<file path="src/rtl/inertial_read_ctrl_pkg.sv">
// Shared definitions for the IMU read sequencer: state encoding and the fixed SPI command tables.
package inertial_pkg;

  typedef enum logic [2:0] {
    PWRUP   = 3'd0,
    INIT_WR = 3'd1,
    INIT_WT = 3'd2,
    IDLE    = 3'd3,
    RD_WR   = 3'd4,
    RD_WT   = 3'd5,
    DONE    = 3'd6
  } inert_state_t;

  // IMU register writes issued once after power-up, in this order.
  localparam logic [15:0] INIT_CMDS [4] = '{16'h0D02, 16'h1053, 16'h1150, 16'h1460};
  // Register reads per data-ready: pitchL, pitchH, AZL, AZH.
  localparam logic [15:0] READ_CMDS [4] = '{16'hA400, 16'hA500, 16'hAC00, 16'hAD00};

  // Offsets applied by the downstream integrator; trimmed at bring-up.
  localparam logic signed [15:0] PTCH_RT_OFFSET = 16'sh0000;
  localparam logic signed [15:0] AZ_OFFSET      = 16'sh0000;

  function automatic logic is_wr_state(inert_state_t s);
    return (s == INIT_WR) || (s == RD_WR);
  endfunction

endpackage

</file>
<file path="src/rtl/inertial_read_ctrl_if.sv">
// Handshake between the IMU sequencer and the shared SPI master.
interface inertial_read_ctrl_if;
  logic        spi_wrt;
  logic [15:0] spi_cmd;
  logic        spi_done;
  logic [15:0] spi_rd_data;

  modport master (output spi_wrt, output spi_cmd, input spi_done, input spi_rd_data);
  modport slave  (input spi_wrt, input spi_cmd, output spi_done, output spi_rd_data);
endinterface

</file>
<file path="src/rtl/inertial_read_ctrl.sv">
// IMU sequencer: power-up wait, four config writes, then four byte reads per data-ready
// interrupt, presenting pitch rate and Z acceleration with a one-cycle valid pulse.
module inertial_read_ctrl
  import inertial_pkg::*;
#(
  parameter int PWRUP_BITS = 16
) (
  input  logic                 clk,
  input  logic                 rst_n,
  input  logic                 INT,
  inertial_read_ctrl_if.master spi,
  output logic [15:0]          ptch_rt,
  output logic [15:0]          AZ,
  output logic                 vld
);

  inert_state_t          state_reg, state_next;
  logic [1:0]            idx_reg, idx_next;
  logic [PWRUP_BITS-1:0] pwr_cnt_reg;
  logic                  int_ff1_reg, int_ff2_reg;
  logic [7:0]            hold_reg  [4];
  logic [7:0]            hold_next [4];
  logic                  rd_capture;
  logic                  last_capture;
  logic                  unused_rd_hi;

  assign unused_rd_hi = ^spi.spi_rd_data[15:8];

  // INT is asynchronous to clk; only the second flop is ever observed.
  always_ff @(posedge clk or negedge rst_n) begin
    if (!rst_n) begin
      int_ff1_reg <= 1'b0;
      int_ff2_reg <= 1'b0;
    end else begin
      int_ff1_reg <= INT;
      int_ff2_reg <= int_ff1_reg;
    end
  end

  always_ff @(posedge clk or negedge rst_n) begin
    if (!rst_n)
      pwr_cnt_reg <= '0;
    else if (state_reg == PWRUP && !(&pwr_cnt_reg))
      pwr_cnt_reg <= pwr_cnt_reg + 1'b1;
  end

  always_comb begin
    state_next = state_reg;
    idx_next   = idx_reg;
    case (state_reg)
      PWRUP: begin
        if (&pwr_cnt_reg) begin
          state_next = INIT_WR;
          idx_next   = 2'd0;
        end
      end
      INIT_WR: state_next = INIT_WT;
      INIT_WT: begin
        if (spi.spi_done) begin
          if (idx_reg != 2'd3) begin
            idx_next   = idx_reg + 2'd1;
            state_next = INIT_WR;
          end else begin
            state_next = IDLE;
          end
        end
      end
      IDLE: begin
        if (int_ff2_reg) begin
          state_next = RD_WR;
          idx_next   = 2'd0;
        end
      end
      RD_WR: state_next = RD_WT;
      RD_WT: begin
        if (spi.spi_done) begin
          if (idx_reg != 2'd3) begin
            idx_next   = idx_reg + 2'd1;
            state_next = RD_WR;
          end else begin
            state_next = DONE;
          end
        end
      end
      DONE:    state_next = IDLE;
      default: state_next = PWRUP;
    endcase
  end

  always_ff @(posedge clk or negedge rst_n) begin
    if (!rst_n) begin
      state_reg <= PWRUP;
      idx_reg   <= 2'd0;
    end else begin
      state_reg <= state_next;
      idx_reg   <= idx_next;
    end
  end

  // Command is a pure function of state and index, so it stays put for the whole transaction.
  assign spi.spi_wrt = is_wr_state(state_reg);

  always_comb begin
    spi.spi_cmd = 16'h0000;
    case (state_reg)
      INIT_WR, INIT_WT: spi.spi_cmd = INIT_CMDS[idx_reg];
      RD_WR, RD_WT:     spi.spi_cmd = READ_CMDS[idx_reg];
      default:          spi.spi_cmd = 16'h0000;
    endcase
  end

  assign rd_capture   = (state_reg == RD_WT) && spi.spi_done;
  assign last_capture = rd_capture && (idx_reg == 2'd3);

  always_comb begin
    for (int i = 0; i < 4; i++) begin
      hold_next[i] = hold_reg[i];
      if (rd_capture && idx_reg == 2'(i))
        hold_next[i] = spi.spi_rd_data[7:0];
    end
  end

  always_ff @(posedge clk or negedge rst_n) begin
    if (!rst_n) begin
      for (int i = 0; i < 4; i++)
        hold_reg[i] <= 8'h00;
    end else begin
      for (int i = 0; i < 4; i++)
        hold_reg[i] <= hold_next[i];
    end
  end

  // Outputs load on the edge entering DONE, from the post-capture byte view, so the
  // final AZH byte is already included when vld rises.
  always_ff @(posedge clk or negedge rst_n) begin
    if (!rst_n) begin
      ptch_rt <= 16'h0000;
      AZ      <= 16'h0000;
      vld     <= 1'b0;
    end else begin
      vld <= last_capture;
      if (last_capture) begin
        ptch_rt <= {hold_next[1], hold_next[0]};
        AZ      <= {hold_next[3], hold_next[2]};
      end
    end
  end

endmodule

</file>
<file path="src/flat_wrapper.sv">
// flat-port wrapper written by rule: the top's interface ports become plain ports
module inertial_read_ctrl_flat import inertial_pkg::*;
#(
  parameter int PWRUP_BITS = 16
)
  (clk, rst_n, INT, ptch_rt, AZ, vld, spi_spi_wrt, spi_spi_cmd, spi_spi_done, spi_spi_rd_data);
  inertial_read_ctrl_if spi_i ();
  input  logic clk;
  input  logic rst_n;
  input  logic INT;
  output logic [15:0] ptch_rt;
  output logic [15:0] AZ;
  output logic vld;
  output wire logic [$bits(spi_i.spi_wrt)-1:0] spi_spi_wrt;
  output wire logic [$bits(spi_i.spi_cmd)-1:0] spi_spi_cmd;
  input wire logic [$bits(spi_i.spi_done)-1:0] spi_spi_done;
  input wire logic [$bits(spi_i.spi_rd_data)-1:0] spi_spi_rd_data;
  assign spi_spi_wrt = spi_i.spi_wrt;
  assign spi_spi_cmd = spi_i.spi_cmd;
  assign spi_i.spi_done = spi_spi_done;
  assign spi_i.spi_rd_data = spi_spi_rd_data;
  inertial_read_ctrl #(.PWRUP_BITS(PWRUP_BITS)) u_core (.clk(clk), .rst_n(rst_n), .INT(INT), .spi(spi_i), .ptch_rt(ptch_rt), .AZ(AZ), .vld(vld));
endmodule
</file>
<file path="config.mk">
export PLATFORM = sky130hd
export DESIGN_NAME = inertial_read_ctrl_flat
export DESIGN_NICKNAME = d
export VERILOG_FILES = /design/src/rtl/inertial_read_ctrl_pkg.sv /design/src/rtl/inertial_read_ctrl_if.sv /design/src/rtl/inertial_read_ctrl.sv /design/src/flat_wrapper.sv
export SDC_FILE = /design/constraint.sdc
export NUM_CORES = 1
export LEC_CHECK = 0
export BUFFER_PORTS_ARGS = -buffer_cell sky130_fd_sc_hd__buf_2
export CORE_ASPECT_RATIO = 0.8
export CORE_MARGIN = 5
export CORE_UTILIZATION = 50
export CTS_CLUSTER_SIZE = 10
export DETAILED_ROUTE_END_ITERATION = 12
export HOLD_SLACK_MARGIN = 0.02
export PLACE_DENSITY = 0.73
export SLEW_MARGIN = 30
export SYNTH_ARGS = -nofsm -noshare
export SYNTH_HDL_FRONTEND = slang
export SYNTH_SLANG_ARGS = --single-unit
export TNS_END_PERCENT = 30
</file>
<file path="constraint.sdc">
create_clock -name clk -period 2.8 [get_ports clk]
set_input_delay 0.28 -clock clk [delete_from_list [all_inputs] [get_ports clk]]
set_output_delay 0.28 -clock clk [all_outputs]
set_load 0.02 [all_outputs]
</file>
# Word level (Yosys, flattened, before mapping)
# Cells that the tools add are included.
word_totals:
  register_bits: 88
  wordCells: 72
classes:
  n_mux: 23
  addsub: 2
  magnitude_cmp: 1
  n_bitwise: 1
  n_eq_ne: 16
  n_reduce_logical: 17
ops:
  columns: ["operator", "count"]
  rows:
  - ["$bmux 16 s2", 2]
  - ["$mux 16", 4]
  - ["$mux 8", 4]
  - ["$pmux 16 s2", 1]
  - ["$pmux 3 s7", 1]
  - ["$add 16x1->16 const B", 1]
  - ["$reduce_and 16->1", 1]
  - ["$mux 2", 6]
  - ["$mux 3", 4]
  - ["$eq 3x3->1 const B", 3]
  - ["$ne 2x2->1 const B", 4]
  - ["$eq 3x2->1 const B", 2]
  - ["$logic_and 1x1->1", 6]
  - ["$ne 2x1->1 const B", 3]
  - ["$pmux 2 s3", 1]
  - ["$reduce_or 2->1", 3]
  - ["$reduce_and 5->1", 1]
  - ["$eq 2x2->1 const B", 2]
  - ["$reduce_and 4->1", 1]
  - ["$eq 3x1->1 const B", 1]
  - ["$ge 3x3->1 const B", 1]
  - ["$logic_not 3->1", 1]
  - ["$not 2->3", 1]
  - ["$reduce_bool 3->1", 1]
  - ["other kinds (5)", 5]

# Logic depth before layout (Yosys ltp)
depth:
  depth_word: 5
  depth_mapped: 6
  mapped_depth_nobuf: 5

# Worst setup path before layout
# No wires, ideal clock.
synth_timing:
  kind: "register to output"
  startpoint: "register u_core.state_reg[1]"
  endpoint: "output port spi_spi_cmd[12]"
  path_stages_with_launch: 6
  arrival_time_ps: 1413
  slack_ps: 1107
  path_cell_list: "dfrtp_1 clkbuf_2 nand2b_1 a21o_1 nor2_1 buf_4"
synth_between:
  elab_chain_cells: 3
  elab_cells_between_ends: 7
synth_lines:
  columns: ["element", "line_no", "rtl"]
  rows:
  - ["from (decl)", "inertial_read_ctrl.sv:17", "inert_state_t state_reg, state_next;"]
  - ["from (signal assigned)", "inertial_read_ctrl.sv:95", "state_reg <= state_next;"]
  - ["$eq 3x3->1, or another cell as far along", "inertial_read_ctrl.sv:105", "case (state_reg)"]
  - ["$reduce_or 2->1", "inertial_read_ctrl.sv:105", null]
  - ["$pmux 16 s2 (*)", "inertial_read_ctrl.sv:105", null]
  - ["to (decl)", "flat_wrapper.sv:15", "output wire logic [$bits(spi_i.spi_cmd)-1:0] spi_spi_cmd;"]
# Mark *: on every way between the ends. The rest lies on a longest branch, timed or not.

# Worst setup path in the final report
layout_timing:
  startpoint: "register u_core.state_reg[0]"
  endpoint: "register u_core.ptch_rt[13]"
layout_between:
  elab_chain_cells: 4
  elab_cells_between_ends: 5
layout_lines:
  columns: ["element", "line_no", "rtl"]
  rows:
  - ["$eq 3x3->1 (*)", "inertial_read_ctrl.sv:112", "assign rd_capture = (state_reg == RD_WT) && spi.spi_done;"]
  - ["$logic_and 1x1->1 (*)", "inertial_read_ctrl.sv:112", null]
  - ["$logic_and 1x1->1", "inertial_read_ctrl.sv:118", "if (rd_capture && idx_reg == 2'(i))"]
  - ["$mux 8", "inertial_read_ctrl.sv:118", null]
  - ["to (signal assigned)", "inertial_read_ctrl.sv:143", "ptch_rt <= {hold_next[1], hold_next[0]};"]
  - ["to (decl)", "inertial_read_ctrl.sv:12", "output logic [15:0] ptch_rt,"]
# Marked as above.
# A chain may end at the register's enable or synchronous reset.

==> flow_summary.yaml <==
sta:
  slew_headroom_pct: 53.5
  tns_ns: 0
  setup_viol: 0
  slew_viol_final: 0
  rsz0062_at_grt: "false"
  post-route-period-util_pct: 72.3
  hold_viol: 0
  max_freq_mhz: 494
  fin_worst_skew_ns: 0.00759
  period_needed_ns: 2.03
  worst_pin_slew_ns: 0.697
floorplan:
  dieHeight_um: 85.3
  core_area_um2: 6890
  std_cell_rows: 27
  initial_utilization_pct: 51.5
  ios: 70
  die-area_um2: 8890
  die_x_um: 104
worst_setup_path:
  path_class: "flop to flop"
  cp_cell_sequence: "and4b_1 -> and2_2 -> buf_4 -> mux2_2"
  reg2reg_depth: 4
  reg2reg_from: "u_core.state_reg[0]"
  reg2reg_slack_ns: 0.77
  worst_ep_arrival_time_ns: 2.26
  end_kind: "flop"
  crit_path_max_fanout: 33
  crit_path_max_incr_delay_ns: 0.57
  start_kind: "flop"
  rr_endpoint: "u_core.ptch_rt[13]"
  critPathRequiredTime_ns: 3.03
  crit_path_top_delay_cell: "dfrtp_1"
global_route:
  grt_max_degree: 81
  grt_pass1_vias: 2199
  overflow: 0
  antenna_found_initial: 0
  grt_pass1_wl_mm: 10.5
  track_usage_pct: 14.5
finish:
  multi_input_area_um2: 1390
  fill_cells: 582
  regArea_um2: 2000
  antenna_cells: 0
  largest_register_ffs: 24
  utilization_pct: 58.7
  fin_nets: 342
  drive_above_1_share_pct: 43.2
  area_growth_pct: 14.1
drt:
  wl_per_cell_um: 14.8
  routed_wl_mm: 6.05
  vias: 2118
  viasPerCell: 5.18
  ant_nets: 0
  drcViolationCount: 0
  firstDrtPassIters: 4
  drtIter0Drc: 59
clock_network:
  post_cts_buffers: 0
  clk_pin_slew_ns: 0.08
  clock-sinks: 80
  cts_made_buffers: 9
  ctsHtreeMaxLevel: 3
  root_buffer: "clkbuf_8"
  clock_latency_ns: 0.34
  cts.path.max_buffers: 2
  cts_tree: "done"
synthesis:
  synth_commonest_cells: "dfrtp_1 (80), mux2_2 (55), xor2_1 (15)"
  synth_area_um2: 3550
  yosys.cell_types.count: 43
  ys_top_cells_by_area: "dfrtp_1 (56%), mux2_2 (17%), xor2_1 (3.7%)"
  synthArstFlopShare_pct: 100
  netlist.area_leader.share_pct: 56.4
  synth_warnings: 0
  post-synth-top-area-cell: "dfrtp_1"
  syn_inst: 261
  avgSynthCellArea_um2: 13.6
  ys.flop_type: "dfrtp_1"
  yosysSeqAreaShare_pct: 56.4
  yosysMostFrequentCell: "dfrtp_1"
  ys_seq_elements: 80
  synth_edf_count: 0
placed_design:
  hpwl_mm: 4.15
  numPortBuffers: 56
  finalWeightedCongestion: 0.743
min_path:
  hold_start: "INT"
  holdPathEnd: "u_core.int_ff1_reg"
  hold_class: "primary input to flop"
  whs_path_depth: 1
power:
  ir_drop_v: 0.000411
  power_leakage_nw: 2.18
  powerDensity_nw_per_um2: 523
run_status:
  status: "completed"
job:
  drv_cap: 0
-- worst max path at each step --
stage / from / end
3_3_place_gp: u_core.state_reg[0] / u_core.ptch_rt[15]
6_report: u_core.state_reg[0] / u_core.ptch_rt[13]
3_5_place_dp: u_core.state_reg[0] / u_core.AZ[3]
5_1_grt: u_core.state_reg[0] / spi_spi_cmd[8]
2_1_floorplan: u_core.state_reg[1] / spi_spi_cmd[12]
4_1_cts: u_core.state_reg[0] / u_core.AZ[3]
-- repair_timing --
| item | in CTS | in global routing |
|---|---|---|
| gates resized for setup | 0 | 0 |
| hold buffers | 0 | 1 |
| hold endpoints to repair | 0 | 2 |
-- through the flow --
stage                     power, mW  hold slack, ns  setup slack [ns]  instance area (um2)  instances
after floorplan                1.19         -0.0156              1.11                 3560        265
after global placement         1.22           0.342             0.807                 3810        392
after detailed placement       1.22           0.348             0.764                 3810        392
after CTS                      2.15          0.0271             0.748                 4030        408
after global routing           2.21          0.0242             0.559                 4050        409
final                          2.12          0.0446             0.774                 4050        409
-- worst max-delay path, delay by kind of cell, from the launching register on --
| kind | cells | cell delay [ns] |
|---|---|---|
| AND/OR/NAND/NOR | 2 | 0.54 |
| buffers and inverters | 1 | 0.38 |
| flip-flops | 1 | 0.57 |
| multiplexers | 1 | 0.39 |
-- cells in the final DEF, fill, tap and decap left out, drive strengths merged, types with 2 or more instances in the layout --
cell type   n
a21oi       2
and2        4
and3        3
buf        58
bufinv      2
clkbuf     10
clkinvlp    2
conb        5
dfrtp      80
ha          5
inv         4
mux2       60
nand2      11
nand2b      5
nand3       5
nand3b      2
nand4       3
nor2        8
nor3        7
nor4        6
o21ai       7
xor2       15
-- per-layer routing --
metal  routed length (um)  vias to the layer above  GRT usage, %
li1                     -                     1016             -
met4                   89                        0          5.29
met3                  363                       11          5.40
met2                 2750                       51          22.9
met5                    0                        -             0
met1                 2840                     1040          18.4
-- cell families (layout without fill, tap and decap cells) --
| logic type | Yosys count | after routing | synth area share, % |
|---|---|---|---|
| AND/OR/NAND/NOR | 62 | 62 | 10.5 |
| other | 1 | 5 | 0.106 |
| buffers and inverters | 21 | 78 | 4.73 |
| multiplexers | 61 | 61 | 19.6 |
| flip-flops | 80 | 80 | 56.4 |
| adder cells (fa/ha/maj) | 5 | 5 | 1.76 |
| XOR/XNOR | 16 | 16 | 3.95 |
| AO/OA/AOI/OAI | 15 | 15 | 2.82 |
-- report_power, final --
| part | internal [mW] | switching (mW) |
|---|---|---|
| Clock | 0.507 | 0.413 |
| Combinational | 0.00829 | 0.0338 |
| Sequential | 1.16 | 0.000637 |
| Total | 1.67 | 0.448 |
-- area by class of cell --
class	instances	area share, %
Sequential cell	80	49.5
Multi-Input combinational cell	164	34.4
Timing Repair Buffer	59	7.70
Clock buffer	10	3.15
Tap cell	87	2.69
Clock inverter	6	2.29
Inverter	3	0.278
Note: power is estimated with default switching activity, not from simulation.
